File: config.mk
export PLATFORM = sky130hd
export DESIGN_NAME = vga_capture_rx
export DESIGN_NICKNAME = d
export VERILOG_FILES = /design/src/rtl/vga_rx_pkg.sv /design/src/rtl/vga_sync_edge.sv /design/src/rtl/vga_capture_rx.sv
export SDC_FILE = /design/constraint.sdc
export NUM_CORES = 1
export LEC_CHECK = 0
export ABC_AREA = 1
export BUFFER_PORTS_ARGS = -buffer_cell sky130_fd_sc_hd__buf_2
export CAP_MARGIN = 20
export CORE_MARGIN = 1.5
export CORE_UTILIZATION = 30
export CTS_CLUSTER_DIAMETER = 100
export DETAILED_ROUTE_END_ITERATION = 12
export PLACE_DENSITY_LB_ADDON = 0.2
export SETUP_SLACK_MARGIN = 0.05
export SLEW_MARGIN = 5
export SYNTH_ARGS = -nofsm -noshare
export SYNTH_HDL_FRONTEND = slang
export SYNTH_SLANG_ARGS = --single-unit
File: constraint.sdc
create_clock -name clk -period 4.55 [get_ports clk]
set_input_delay 0.91 -clock clk [delete_from_list [all_inputs] [get_ports clk]]
set_output_delay 0.91 -clock clk [all_outputs]
set_load 0.005 [all_outputs]
File: src/rtl/vga_rx_pkg.sv
// Shared types, counter width and 640x480@60 reference timing for the VGA capture receiver.
package vga_rx_pkg;

  typedef enum logic [1:0] {SEARCH, MEASURE, CONFIRM, LOCKED} state_t;

  localparam int CNT_W = 11;

  localparam int H_VISIBLE = 640;
  localparam int H_FRONT   = 16;
  localparam int H_SYNC    = 96;
  localparam int H_BACK    = 48;
  localparam int H_TOTAL   = H_VISIBLE + H_FRONT + H_SYNC + H_BACK;

  localparam int V_VISIBLE = 480;
  localparam int V_FRONT   = 10;
  localparam int V_SYNC    = 2;
  localparam int V_BACK    = 33;
  localparam int V_TOTAL   = V_VISIBLE + V_FRONT + V_SYNC + V_BACK;

  // Counters stick at all-ones instead of wrapping.
  function automatic logic [CNT_W-1:0] sat_inc(input logic [CNT_W-1:0] v);
    return (v == {CNT_W{1'b1}}) ? v : v + 1'b1;
  endfunction

endpackage

File: src/rtl/vga_sync_edge.sv
// Sync-input conditioner: register chain on pix_en, polarity normalised to
// active-high, and a one-tick pulse on each assert edge.
module vga_sync_edge
  import vga_rx_pkg::*;
#(
  parameter int SYNC_STAGES = 2,
  parameter bit ACT_LOW     = 1'b1
) (
  input  logic clk,
  input  logic rst_n,
  input  logic pix_en,
  input  logic sync_raw,
  output logic assert_edge
);

  logic [SYNC_STAGES-1:0] chain_reg;
  logic                   level;
  logic                   level_prev_reg;

  // Chain resets to the inactive level so reset release never fakes an edge.
  genvar gi;
  generate
    for (gi = 0; gi < SYNC_STAGES; gi++) begin : g_stage
      if (gi == 0) begin : g_first
        always_ff @(posedge clk or negedge rst_n) begin
          if (!rst_n)
            chain_reg[gi] <= ACT_LOW;
          else if (pix_en)
            chain_reg[gi] <= sync_raw;
        end
      end else begin : g_next
        always_ff @(posedge clk or negedge rst_n) begin
          if (!rst_n)
            chain_reg[gi] <= ACT_LOW;
          else if (pix_en)
            chain_reg[gi] <= chain_reg[gi-1];
        end
      end
    end
  endgenerate

  assign level = chain_reg[SYNC_STAGES-1] ^ ACT_LOW;

  always_ff @(posedge clk or negedge rst_n) begin
    if (!rst_n)
      level_prev_reg <= 1'b0;
    else if (pix_en)
      level_prev_reg <= level;
  end

  assign assert_edge = pix_en & level & ~level_prev_reg;

endmodule

File: src/rtl/vga_capture_rx.sv
// VGA link receiver: recovers pixel timing from HS/VS, measures line/frame
// lengths, locks after two identical frames and streams active pixels.
module vga_capture_rx
  import vga_rx_pkg::*;
#(
  parameter int VGA_BITS    = 8,
  parameter int SYNC_STAGES = 2,
  parameter bit HS_ACT_LOW  = 1'b1,
  parameter bit VS_ACT_LOW  = 1'b1,
  parameter int H_START     = H_SYNC + H_BACK,
  parameter int H_ACTIVE    = H_VISIBLE,
  parameter int V_START     = V_SYNC + V_BACK,
  parameter int V_ACTIVE    = V_VISIBLE,
  parameter int TIMEOUT     = 2047
) (
  input  logic                clk,
  input  logic                rst_n,
  input  logic                pix_en,
  input  logic                hs_in,
  input  logic                vs_in,
  input  logic [VGA_BITS-1:0] r_in,
  input  logic [VGA_BITS-1:0] g_in,
  input  logic [VGA_BITS-1:0] b_in,
  output logic                pix_valid,
  output logic [9:0]          pix_x,
  output logic [9:0]          pix_y,
  output logic [VGA_BITS-1:0] pix_r,
  output logic [VGA_BITS-1:0] pix_g,
  output logic [VGA_BITS-1:0] pix_b,
  output logic                frame_start,
  output logic                locked,
  output logic [CNT_W-1:0]    h_total,
  output logic [CNT_W-1:0]    v_total
);

  localparam logic [CNT_W-1:0] H_LO = CNT_W'(H_START);
  localparam logic [CNT_W-1:0] H_HI = CNT_W'(H_START + H_ACTIVE);
  localparam logic [CNT_W-1:0] V_LO = CNT_W'(V_START);
  localparam logic [CNT_W-1:0] V_HI = CNT_W'(V_START + V_ACTIVE);
  localparam logic [CNT_W-1:0] TMO  = CNT_W'(TIMEOUT);
  localparam int               RGB_W = 3 * VGA_BITS;

  logic hs_edge, vs_edge;

  vga_sync_edge #(.SYNC_STAGES(SYNC_STAGES), .ACT_LOW(HS_ACT_LOW)) u_hs_edge (
    .clk(clk), .rst_n(rst_n), .pix_en(pix_en), .sync_raw(hs_in), .assert_edge(hs_edge)
  );

  vga_sync_edge #(.SYNC_STAGES(SYNC_STAGES), .ACT_LOW(VS_ACT_LOW)) u_vs_edge (
    .clk(clk), .rst_n(rst_n), .pix_en(pix_en), .sync_raw(vs_in), .assert_edge(vs_edge)
  );

  // One extra stage beyond the sync depth lines colour up with the counters.
  logic [SYNC_STAGES:0][RGB_W-1:0] rgb_pipe_reg;

  genvar gi;
  generate
    for (gi = 0; gi <= SYNC_STAGES; gi++) begin : g_rgb
      if (gi == 0) begin : g_first
        always_ff @(posedge clk or negedge rst_n) begin
          if (!rst_n)
            rgb_pipe_reg[gi] <= '0;
          else if (pix_en)
            rgb_pipe_reg[gi] <= {r_in, g_in, b_in};
        end
      end else begin : g_next
        always_ff @(posedge clk or negedge rst_n) begin
          if (!rst_n)
            rgb_pipe_reg[gi] <= '0;
          else if (pix_en)
            rgb_pipe_reg[gi] <= rgb_pipe_reg[gi-1];
        end
      end
    end
  endgenerate

  logic [CNT_W-1:0] hcnt_reg, hcnt_next;
  logic [CNT_W-1:0] vcnt_reg, vcnt_next;
  logic [CNT_W-1:0] first_len_reg;
  logic             first_vld_reg;
  logic             line_err_reg;
  logic [CNT_W-1:0] h_total_reg, v_total_reg;
  state_t           state_reg, state_next;

  logic [CNT_W-1:0] line_len, frame_lines;
  logic             line_bad, frame_err, frame_ok, same_totals, timeout;

  always_comb begin
    hcnt_next = hcnt_reg;
    vcnt_next = vcnt_reg;
    if (pix_en) begin
      hcnt_next = hs_edge ? '0 : sat_inc(hcnt_reg);
      if (vs_edge)
        vcnt_next = '0;
      else if (hs_edge)
        vcnt_next = sat_inc(vcnt_reg);
    end
  end

  always_ff @(posedge clk or negedge rst_n) begin
    if (!rst_n) begin
      hcnt_reg <= '0;
      vcnt_reg <= '0;
    end else begin
      hcnt_reg <= hcnt_next;
      vcnt_reg <= vcnt_next;
    end
  end

  // A line ending on the VS edge still belongs to the frame being closed.
  assign line_len    = hcnt_reg + 1'b1;
  assign line_bad    = hs_edge & first_vld_reg & (line_len != first_len_reg);
  assign frame_err   = line_err_reg | line_bad;
  assign frame_lines = vcnt_reg + {{(CNT_W-1){1'b0}}, hs_edge};
  assign frame_ok    = ~frame_err & first_vld_reg & (first_len_reg > H_HI) & (frame_lines > V_HI);
  assign same_totals = (first_len_reg == h_total_reg) & (frame_lines == v_total_reg);
  assign timeout     = pix_en & (hcnt_reg >= TMO) & ~hs_edge;

  always_ff @(posedge clk or negedge rst_n) begin
    if (!rst_n) begin
      first_len_reg <= '0;
      first_vld_reg <= 1'b0;
      line_err_reg  <= 1'b0;
    end else if (vs_edge) begin
      first_vld_reg <= 1'b0;
      line_err_reg  <= 1'b0;
    end else if (hs_edge) begin
      if (!first_vld_reg) begin
        first_len_reg <= line_len;
        first_vld_reg <= 1'b1;
      end else if (line_bad) begin
        line_err_reg <= 1'b1;
      end
    end
  end

  always_ff @(posedge clk or negedge rst_n) begin
    if (!rst_n)
      state_reg <= SEARCH;
    else
      state_reg <= state_next;
  end

  always_comb begin
    state_next = state_reg;
    if (timeout) begin
      state_next = SEARCH;
    end else begin
      unique case (state_reg)
        SEARCH:  if (vs_edge) state_next = MEASURE;
        MEASURE: if (vs_edge && frame_ok) state_next = CONFIRM;
        CONFIRM: if (vs_edge) state_next = (frame_ok && same_totals) ? LOCKED : MEASURE;
        LOCKED: begin
          if (line_bad || (vs_edge && !(frame_ok && same_totals)))
            state_next = MEASURE;
        end
        default: state_next = SEARCH;
      endcase
    end
  end

  always_comb begin
    locked = (state_reg == LOCKED);
  end

  always_ff @(posedge clk or negedge rst_n) begin
    if (!rst_n) begin
      h_total_reg <= '0;
      v_total_reg <= '0;
    end else if (!timeout && state_reg == MEASURE && vs_edge) begin
      h_total_reg <= first_len_reg;
      v_total_reg <= frame_lines;
    end
  end

  logic                in_window, fire;
  logic                pix_valid_reg, frame_start_reg;
  logic [9:0]          pix_x_reg, pix_y_reg;
  logic [RGB_W-1:0]    pix_rgb_reg;

  assign in_window = (hcnt_reg >= H_LO) && (hcnt_reg < H_HI) &&
                     (vcnt_reg >= V_LO) && (vcnt_reg < V_HI);
  assign fire      = pix_en & in_window & locked;

  always_ff @(posedge clk or negedge rst_n) begin
    if (!rst_n) begin
      pix_valid_reg   <= 1'b0;
      frame_start_reg <= 1'b0;
      pix_x_reg       <= '0;
      pix_y_reg       <= '0;
      pix_rgb_reg     <= '0;
    end else begin
      pix_valid_reg   <= fire;
      frame_start_reg <= fire && (hcnt_reg == H_LO) && (vcnt_reg == V_LO);
      if (fire) begin
        pix_x_reg   <= 10'(hcnt_reg - H_LO);
        pix_y_reg   <= 10'(vcnt_reg - V_LO);
        pix_rgb_reg <= rgb_pipe_reg[SYNC_STAGES];
      end
    end
  end

  assign pix_valid             = pix_valid_reg;
  assign frame_start           = frame_start_reg;
  assign pix_x                 = pix_x_reg;
  assign pix_y                 = pix_y_reg;
  assign {pix_r, pix_g, pix_b} = pix_rgb_reg;
  assign h_total               = h_total_reg;
  assign v_total               = v_total_reg;

endmodule

==> results of run 1 <==
## power breakdown
group / switching (mW) / internal, mW / total, mW
logic: 0.534 / 0.385 / 0.919
registers: 0.208 / 1.87 / 2.08
clock network: 0.780 / 0.813 / 1.59
total: 1.52 / 3.07 / 4.59
## routing by layer
layer  GRT usage, %  vias up  wire (µm)
met5              0        -         13
met4           3.89        2        187
met3           3.49       14        850
met2           22.8      111       8740
met1           20.5     3034       9910
li1               -     3407          -
## cell type report
type | instances | area [µm²] | area share (%)
clock buffers | 17 | 425 | 4.29
clock inverters | 15 | 220 | 2.22
inverters | 95 | 357 | 3.60
multi-input cells | 699 | 3270 | 33.0
flip-flops and latches | 183 | 4580 | 46.3
well taps | 378 | 473 | 4.77
repair buffers | 104 | 582 | 5.87
## through the flow
| step | instances | hold slack (ps) |
|---|---|---|
| floorplan | 1015 | 442 |
| global placement | 1458 | 453 |
| detailed placement | 1458 | 454 |
| CTS | 1490 | 467 |
| global route | 1491 | 488 |
| finish | 1491 | 457 |
## kinds of logic (layout without fill, tap and decap cells)
kind of cell / Yosys count / count (layout) / synth area share, %
AND/OR/NAND/NOR: 509 / 509 / 24.9
flip-flops: 183 / 183 / 54.7
AO/OA/AOI/OAI: 153 / 153 / 9.60
buffers and inverters: 133 / 231 / 6.36
XOR/XNOR: 24 / 24 / 2.51
adder cells (fa/ha/maj): 13 / 13 / 1.94
## critical path, cell delays in order
cell and delay (ps):
buf_4 120, nand2_1 100, nor2_4 230, ha_1 200
ha_1 220, nand2_1 90, nor2_1 170, nand2_1 70
nand2_1 80, nand2_1 80, nand2_1 60, nand2_1 40
nor2_1 110, nand3_1 100, nor3_2 150, nand4_1 110
nand2_1 120, nand2_1 90, nand2_1 80, nand2_1 50
nand2_1 50
## final timing paths
path	end	depth (start not counted)	startpoint	slack (ps)
hold / removal	h_total[0]	1	rst_n	460
setup / recovery	state_reg[0]	21	pix_en	1680
max in group asynchronous	rgb_pipe_reg[50]	2	rst_n	3320
setup reg to reg	pix_x[2]	12	hcnt_reg[0]	1850
hold reg to reg	u_hs_edge.chain_reg[0]	2	u_hs_edge.chain_reg[0]	460
min in group clk	u_hs_edge.chain_reg[0]	2	u_hs_edge.chain_reg[0]	460
## synthesized netlist by cell type
master / count / area (µm²)
a31oi_1: 3 / 18.8
nor4_1: 3 / 18.8
ha_1: 13 / 163
xnor2_1: 7 / 61.3
inv_2: 3 / 11.3
xor2_1: 17 / 149
dfrtp_1: 179 / 4480
o21ai_2: 1 / 8.76
clkinv_1: 1 / 3.75
dfstp_2: 4 / 105
clkbuf_1: 18 / 67.6
nor3_1: 12 / 60.1
nand2_1: 386 / 1450
inv_1: 91 / 342
nor2_4: 4 / 45.0
nor3_2: 1 / 10.0
nand3b_1: 4 / 30.0
nor2_1: 35 / 131
a41oi_1: 1 / 8.76
o21ai_1: 5 / 25.0
buf_4: 6 / 45.0
buf_2: 9 / 45.0
nand3_2: 1 / 10.0
o2111ai_1: 2 / 17.5
nand2_2: 2 / 12.5
o21ai_0: 115 / 576
buf_1: 5 / 18.8
nand4_1: 5 / 31.3
nand3_1: 49 / 245
a221oi_1: 1 / 8.76
or2_2: 3 / 18.8
a21oi_1: 16 / 80.1
o31ai_1: 2 / 15.0
o32ai_1: 1 / 8.76
and3_1: 2 / 12.5
o22ai_1: 6 / 37.5
nor2_2: 2 / 12.5
==> results by group, run 1 <==
Critical path
  – Critical setup path kind: input pin to flip-flop
  – Worst EP required: 4920 ps
  – Startpoint Class: input pin
  – CP Max Fanout: 7
  – Crit end category: flip-flop
  – Worst EP arrival: 3250 ps

Die
  – Core ar.: 27600 µm²
  – Die Area: a little under 30000 µm²
  – Die W: 170 µm
  – Rows: 61
  – Die height: 170 µm
  – Initial Util: a little under a third
  – Ports: around 100

STA
  – Max Freq: approximately 350 MHz
  – Final Hold Vio Count: 0
  – RSZ-0062 raised after global routing: false
  – Pins Over Slew Limit: 0
  – Final setup vio count: 0
  – Final min period: 2870 ps
  – Post-route clock period utilization: 63.2%
  – Final worst setup slack: 1680 ps
  – Least-Margin Pin Slew: 963 ps
  – Setup TNS: 0 ps
  – Setup Skew: 17.2 ps
  – Worst slew margin: between 30% and 40%

Clock network
  – Worst-path clk slew: roughly 80 ps
  – CTS Hold Buffers Added: 0
  – TritonCTS clock tree: built
  – Clk_lat worst skew: 440 ps
  – Cts bufs inserted: 17
  – # H-tree levels: 4
  – # clock sinks: 183
  – Setup Buffers After CTS: 0
  – Worst-case clock buffer depth: 2
  – Post-cts resize count: 0
  – CTS root buf: clkbuf_16

Cells and area
  – P&R area growth vs syn: 18.2%
  – Core Util, Final: 35.9%
  – Most frequent cells in the layout: nand2_1 (385), dfrtp_1 (179), o21ai_0 (115)
  – Inserted Diodes: 0
  – Layout Nets: 1142
  – Max reg flops: 72
  – Most common cell after layout, fill and taps aside: nand2_1
  – Layout cells sized above 1: between 10 and 15%
  – Number of fill cells: 2955
  – Final Instance Area: a little under 10000 µm²

Synth
  – Syn avg cell area: 8.26 µm²
  – Yosys warnings: 0
  – Synthesized net count: between 1000 and 1500
  – Yosys reg bits: between 150 and 200
  – Sequential area share after synthesis: 54.7%
  – Library cells used by synthesis: 37
  – Area of the mapped netlist: 8380 µm²
  – Cells after synthesis: 1015

Detailed routing
  – Via count: 6568
  – Mean routed wirelength per cell: 13.2 µm
  – Total wire length: 19700 µm
  – Vias per cell: 4.41
  – Detail Route Antenna Nets: 0
  – Drc violations: 0
  – Drt pass-1 iters: 5
  – 1st-iter DRT viols: 435

Placement
  – GP Congestion: 0.832
  – DP Worst Slack: 1240 ps
  – DP HPWL: 13400 µm
  – Port buffer count: 97
  – DP Area: 9240 µm²

Global routing
  – Total GRT Usage: 14.7%
  – First-pass GRT wire length: ~34000 µm
  – Initial antenna violation count: 2
  – Total global routing overflow: 0
  – Vias in the first global route: 6374
  – Pin count of the biggest net entering global routing: 126

Pwr
  – Pwr/cell area: between 400 and 500 nW/µm²
  – VDD IR-drop max: 0.187 mV
  – Total power: ~4.6 mW
  – LEAKAGE: 5.08 nW

Job
  – Max cap viols: 0

Worst hold path
  – Min-Delay Path Class: input pin to async pin

Status
  – Outcome: finished, final reports clean
No activity file was read; power rests on OpenSTA's default activity.
==> run 2, diff against run 1 <==
==> constraint.sdc (replaced) <==
create_clock -name clk -period 3 [get_ports clk]
set_input_delay 0.6 -clock clk [delete_from_list [all_inputs] [get_ports clk]]
set_output_delay 0.6 -clock clk [all_outputs]
set_load 0.005 [all_outputs]
==> results by group, run 2 (same netlist as run 1, synthesis figures left out) <==
Clock network
  – Cts bufs inserted: 17
  – # clock sinks: ~180
  – Clk_lat worst skew: 440 ps
  – CTS root buf: clkbuf_16
  – Worst-case clock buffer depth: 2
  – # H-tree levels: 4
  – Setup Buffers After CTS: 0
  – Worst-path clk slew: 80 ps
  – TritonCTS clock tree: built

Critical path
  – Reg-to-reg startpoint: u_hs_edge.chain_reg[1]
  – Crit path max-delay cell type: dfstp_2
  – Worst EP arrival: 2860 ps
  – R2r setup slk: 460 ps
  – R2R Path End: state_reg[0]
  – Crit end category: flip-flop
  – Worst EP required: 3320 ps
  – WP buf/inv: 3
  – CP Max Fanout: 5
  – Most used cell, CP: nand2_1
  – Startpoint Class: flip-flop
  – Critical setup path kind: flip-flop to flip-flop
  – Crit-path cells: inv_1 > nand2_2 > nor2_4 > ha_1 > ha_1 > nand2_1 > nor2_1 > inv_1 > nand2_1 > nand3_1 > nor2_1 > nand3_1 > nand2_1 > a21oi_2 > nand3_1 > nand2_1 > o21ai_1 > inv_1 > nand2_1 > nand2_1 > nand2_1
  – Largest delay contributor family on the critical path: simple AND/OR/NAND/NOR gates
  – R2R cell count: 21
  – Max incr delay on CP: around 520 ps

Job
  – Max cap viols: 0

Placement
  – DP HPWL: 13900 µm
  – Dpl cells: 1466
  – GP Congestion: 0.856
  – Port buffer count: 97

Pwr
  – Pwr/cell area: slightly below 700 nW/µm²
  – Total power: 6.83 mW
  – LEAKAGE: ~5 nW
  – VDD IR-drop max: 0.308 mV

STA
  – Least-Margin Pin Slew: 569 ps
  – Final Hold Vio Count: 0
  – Worst hold slack: 141 ps
  – Setup Skew: around 14 ps
  – Pins Over Slew Limit: 0
  – Post-route clock period utilization: between 80% and 90%
  – Max Freq: 394 MHz
  – Final min period: 2540 ps
  – RSZ-0062 raised after global routing: false
  – Worst slew margin: 62.1%
  – Final setup vio count: 0
  – Setup TNS: 0 ps

Die
  – Die height: between 150 and 200 µm
  – Rows: between 60 and 70
  – Core ar.: around 28000 µm²
  – Initial Util: 30.3%
  – Die Area: a little under 30000 µm²
  – Die W: 170 µm
  – Ports: 98

Detailed routing
  – Total wire length: 19800 µm
  – Mean routed wirelength per cell: 13.2 µm
  – 1st-iter DRT viols: around 340
  – Detail Route Antenna Nets: 0
  – Drc violations: 0
  – Drt pass-1 iters: 5
  – Via count: 6621
  – Vias per cell: 4.42

Global routing
  – Vias in the first global route: approximately 6500
  – Total global routing overflow: 0
  – First-pass GRT wire length: 33700 µm
  – Pin count of the biggest net entering global routing: 66
  – Total GRT Usage: 14.7%
  – Initial antenna violation count: 3

Cells and area
  – Layout Nets: about 1100
  – Layout cells sized above 1: between 10 and 15%
  – Most common cell after layout, fill and taps aside: nand2_1
  – Core Util, Final: a little over a third
  – Final std cells w/o fill: 1499
  – Most frequent cells in the layout: nand2_1 (384), dfrtp_1 (179), o21ai_0 (115)
  – P&R area growth vs syn: 18.4%
  – Max reg flops: 72
  – Number of fill cells: 2992

Status
  – Outcome: finished, final reports clean

Worst hold path
  – Min-Delay Path Class: input pin to async pin
## run 2: repair_timing
item / CTS / global route
gates resized for setup: 0 / 2
hold buffers: 0 / 0
endpoints found under the setup margin: 0 / 2
## run 2: layout make-up
type / instances / area [µm²] / share of cell area [%]
sequential: 183 / 4580 / 46.2
multi-input combinational: 699 / 3270 / 33.0
timing repair buffer: 111 / 627 / 6.32
tap: 378 / 473 / 4.77
clock buffer: 17 / 425 / 4.29
inverter: 95 / 357 / 3.59
clock inverter: 15 / 180 / 1.82
antenna: 1 / 2.50 / 0.0252
## run 2: per-stage QoR
| step | instance area (µm²) | worst slack (ps) |
|---|---|---|
| after floorplan | 8380 | 354 |
| after global placement | 9310 | 187 |
| after detailed placement | 9310 | 119 |
| after CTS | 9910 | 366 |
| after global routing | 9920 | 104 |
| final | 9920 | 464 |
## run 2: layer usage
metal / global-route usage, % / up-vias / share of wire [%]
li1: - / 3422 / -
met1: 20.1 / 3033 / 49
met2: 23.1 / 137 / 44
met3: 3.51 / 25 / 5.0
met4: 4.39 / 4 / 1.5
met5: 0 / - / 0.13
## run 2: worst reg2reg max path: cells and delay by family (launching register included)
family / cells / cell delay [ps]
compound gates: 2 / 260
fa+ha+maj: 2 / 410
buf+inv: 3 / 190
flops: 1 / 520
simple gates: 14 / 1040
## run 2: worst max-delay path by stage
| stage | from | endpoint | slack (ps) | cells after the start |
|---|---|---|---|---|
| after floorplan | pix_en | state_reg[1] | 350 | 20 |
| after global placement | pix_en | state_reg[1] | 190 | 20 |
| after detailed placement | pix_en | state_reg[0] | 120 | 20 |
| after CTS | u_hs_edge.chain_reg[1] | state_reg[0] | 370 | 21 |
| after global routing | u_hs_edge.chain_reg[1] | state_reg[0] | 100 | 20 |
| final | u_hs_edge.chain_reg[1] | state_reg[0] | 460 | 21 |
## run 2: power breakdown
part	leakage (nW)	internal, mW	switching (mW)	total [mW]
combinational	2.40	0.590	0.807	1.40
clock	0.295	1.13	1.15	2.28
sequential	2.39	2.83	0.323	3.16
total	5.09	4.55	2.28	6.83
==> run 3, diff against run 2 <==
==> constraint.sdc (replaced) <==
create_clock -name clk -period 2.4 [get_ports clk]
set_input_delay 0.48 -clock clk [delete_from_list [all_inputs] [get_ports clk]]
set_output_delay 0.48 -clock clk [all_outputs]
set_load 0.005 [all_outputs]
==> results by group, run 3 (same netlist as run 1, synthesis figures left out) <==
Pwr
  – LEAKAGE: 5.20 nW
  – Pint: roughly 5.8 mW
  – Clock Power Share: 32.8%
  – VDD IR-drop max: 0.348 mV
  – Sequential power share: 45.1%
  – Combinational power share: about 22%
  – Pwr/cell area: 855 nW/µm²
  – Net Sw Frac: about 33%
  – Psw: slightly below 3 mW

Cells and area
  – Layout Nets: 1169
  – Most frequent cells in the layout: nand2_1 (373), dfrtp_1 (174), o21ai_0 (114)
  – Final Instance Area: 10200 µm²
  – Layout cells sized above 1: between 10% and 20%
  – P&R area growth vs syn: 22.0%
  – Max reg flops: 72
  – Core Util, Final: 37.0%
  – Most common cell after layout, fill and taps aside: nand2_1

STA
  – Least-Margin Pin Slew: 537 ps
  – Worst hold slack: -0.120 ps
  – Max Freq: 437 MHz
  – RSZ-0062 raised after global routing: true
  – Pins Over Slew Limit: 0
  – Final setup vio count: 0
  – Setup Skew: 14.6 ps
  – Final min period: 2290 ps
  – Worst slew margin: ~64%
  – Final Hold Vio Count: 1
  – Post-route clock period utilization: a little over nine tenths

Detailed routing
  – Drc violations: 0
  – Drt pass-1 iters: 4
  – 1st-iter DRT viols: 413
  – Mean routed wirelength per cell: 13.1 µm
  – Total wire length: 19900 µm
  – Detail Route Antenna Nets: 0
  – Vias per cell: 4.43
  – Via count: 6728

Critical path
  – CP Max Fanout: 4
  – Worst EP arrival: 2660 ps
  – Startpoint Class: flip-flop
  – Max incr delay on CP: 530 ps
  – Critical setup path kind: flip-flop to flip-flop
  – Worst EP required: ~2800 ps
  – Crit path max-delay cell type: dfstp_2
  – Crit end category: flip-flop
  – Crit-path cells: inv_2 > nand2_4 > nor2_4 > ha_4 > ha_4 > nand2_4 > nor2_4 > nand2_2 > nand2_2 > buf_6 > nand3_2 > nand2_1 > nor2_1 > nand3_1 > nor3_2 > nand4_1 > nand2_1 > nand2_2 > nand2_2 > nand2_1 > nand2_1

Global routing
  – Pin count of the biggest net entering global routing: 84
  – Total GRT Usage: 14.7%
  – Total global routing overflow: 0
  – Vias in the first global route: between 6000 and 7000
  – First-pass GRT wire length: 33500 µm
  – Initial antenna violation count: 1

Placement
  – Port buffer count: 97
  – DP HPWL: 14100 µm
  – DP Area: 9460 µm²
  – GP Congestion: 0.861

Status
  – Outcome: finished with violations
  – Failing checks: hold timing

Clock network
  – Worst-path clk slew: 80 ps
  – CTS Hold Buffers Added: 0
  – # H-tree levels: 4
  – CTS root buf: clkbuf_16
  – # clock sinks: between 150 and 200
  – TritonCTS clock tree: built
  – Cts bufs inserted: 17
  – Worst-case clock buffer depth: 2
  – Clk_lat worst skew: ~430 ps

Die
  – Core ar.: 27600 µm²
  – Die height: 170 µm
  – Die Area: about 29000 µm²
  – Ports: 98
  – Rows: 61
  – Initial Util: 30.3%
  – Die W: roughly 170 µm

Worst hold path
  – Min-Delay Path Class: input pin to async pin

Job
  – Max cap viols: 0
-- run 3: stage by stage --
stage                     TNS, ps  worst slack [ps]  power [mW]  instances
final                           0               109        8.74       1519
after global routing         -105             -60.0        9.35       1518
after CTS                       0              14.0        8.82       1514
after detailed placement     -409              -115        5.86       1481
after global placement       -295              -107        5.84       1481
after floorplan                 0              40.6        5.12       1015
-- run 3: layout make-up --
type	instances	area, µm²
Timing Repair Buffer	131	793
Antenna cell	1	2.50
Clock inverter	15	173
Clock buffer	17	425
Fill cell	2926	17400
Tap cell	378	473
Inverter	95	357
Sequential cell	183	4590
Multi-Input combinational cell	699	3410
-- run 3: timing repair --
action                                  4_1_cts  5_1_grt
endpoints found under the setup margin        2       51
pin swaps                                    12        7
resized for setup                            10       30
buffers inserted                              1        4
-- run 3: per-layer routing --
layer / vias to the layer above / wire, µm / global-route usage, %
met5: - / 0 / 0
met4: 0 / 270 / 4.58
met3: 20 / 867 / 2.91
met2: 142 / 9000 / 22.8
met1: 3109 / 9760 / 20.6
li1: 3457 / - / -
-- run 3: worst max-delay path, delay by kind of cell, from the launching register on --
kind,cells,cell delay (ps)
simple gates,17,1210
flops,1,530
fa+ha+maj,2,330
buf+inv,2,160
-- run 3: final timing paths --
kind	to	slack (ps)	start	cells past startpoint
worst min-delay path	h_total[1]	-0.1	rst_n	1
min in group clk	rgb_pipe_reg[12]	240	g_in[4]	3
worst max-delay path	state_reg[0]	110	u_hs_edge.chain_reg[1]	21
worst max register to register	state_reg[0]	110	u_hs_edge.chain_reg[1]	21
worst min register to register	u_vs_edge.chain_reg[0]	460	u_vs_edge.chain_reg[0]	2
max in group asynchronous	u_vs_edge.chain_reg[0]	1640	rst_n	2
-- run 3: power by group through the flow --
stage	sequential [mW]	clock [mW]	combinational, mW
detailed placement	4.00	0	1.86
global placement	3.99	0	1.85
finish	3.94	2.86	1.93
CTS	3.95	2.97	1.90
global route	4.03	3.08	2.24
floorplan	3.92	0	1.20
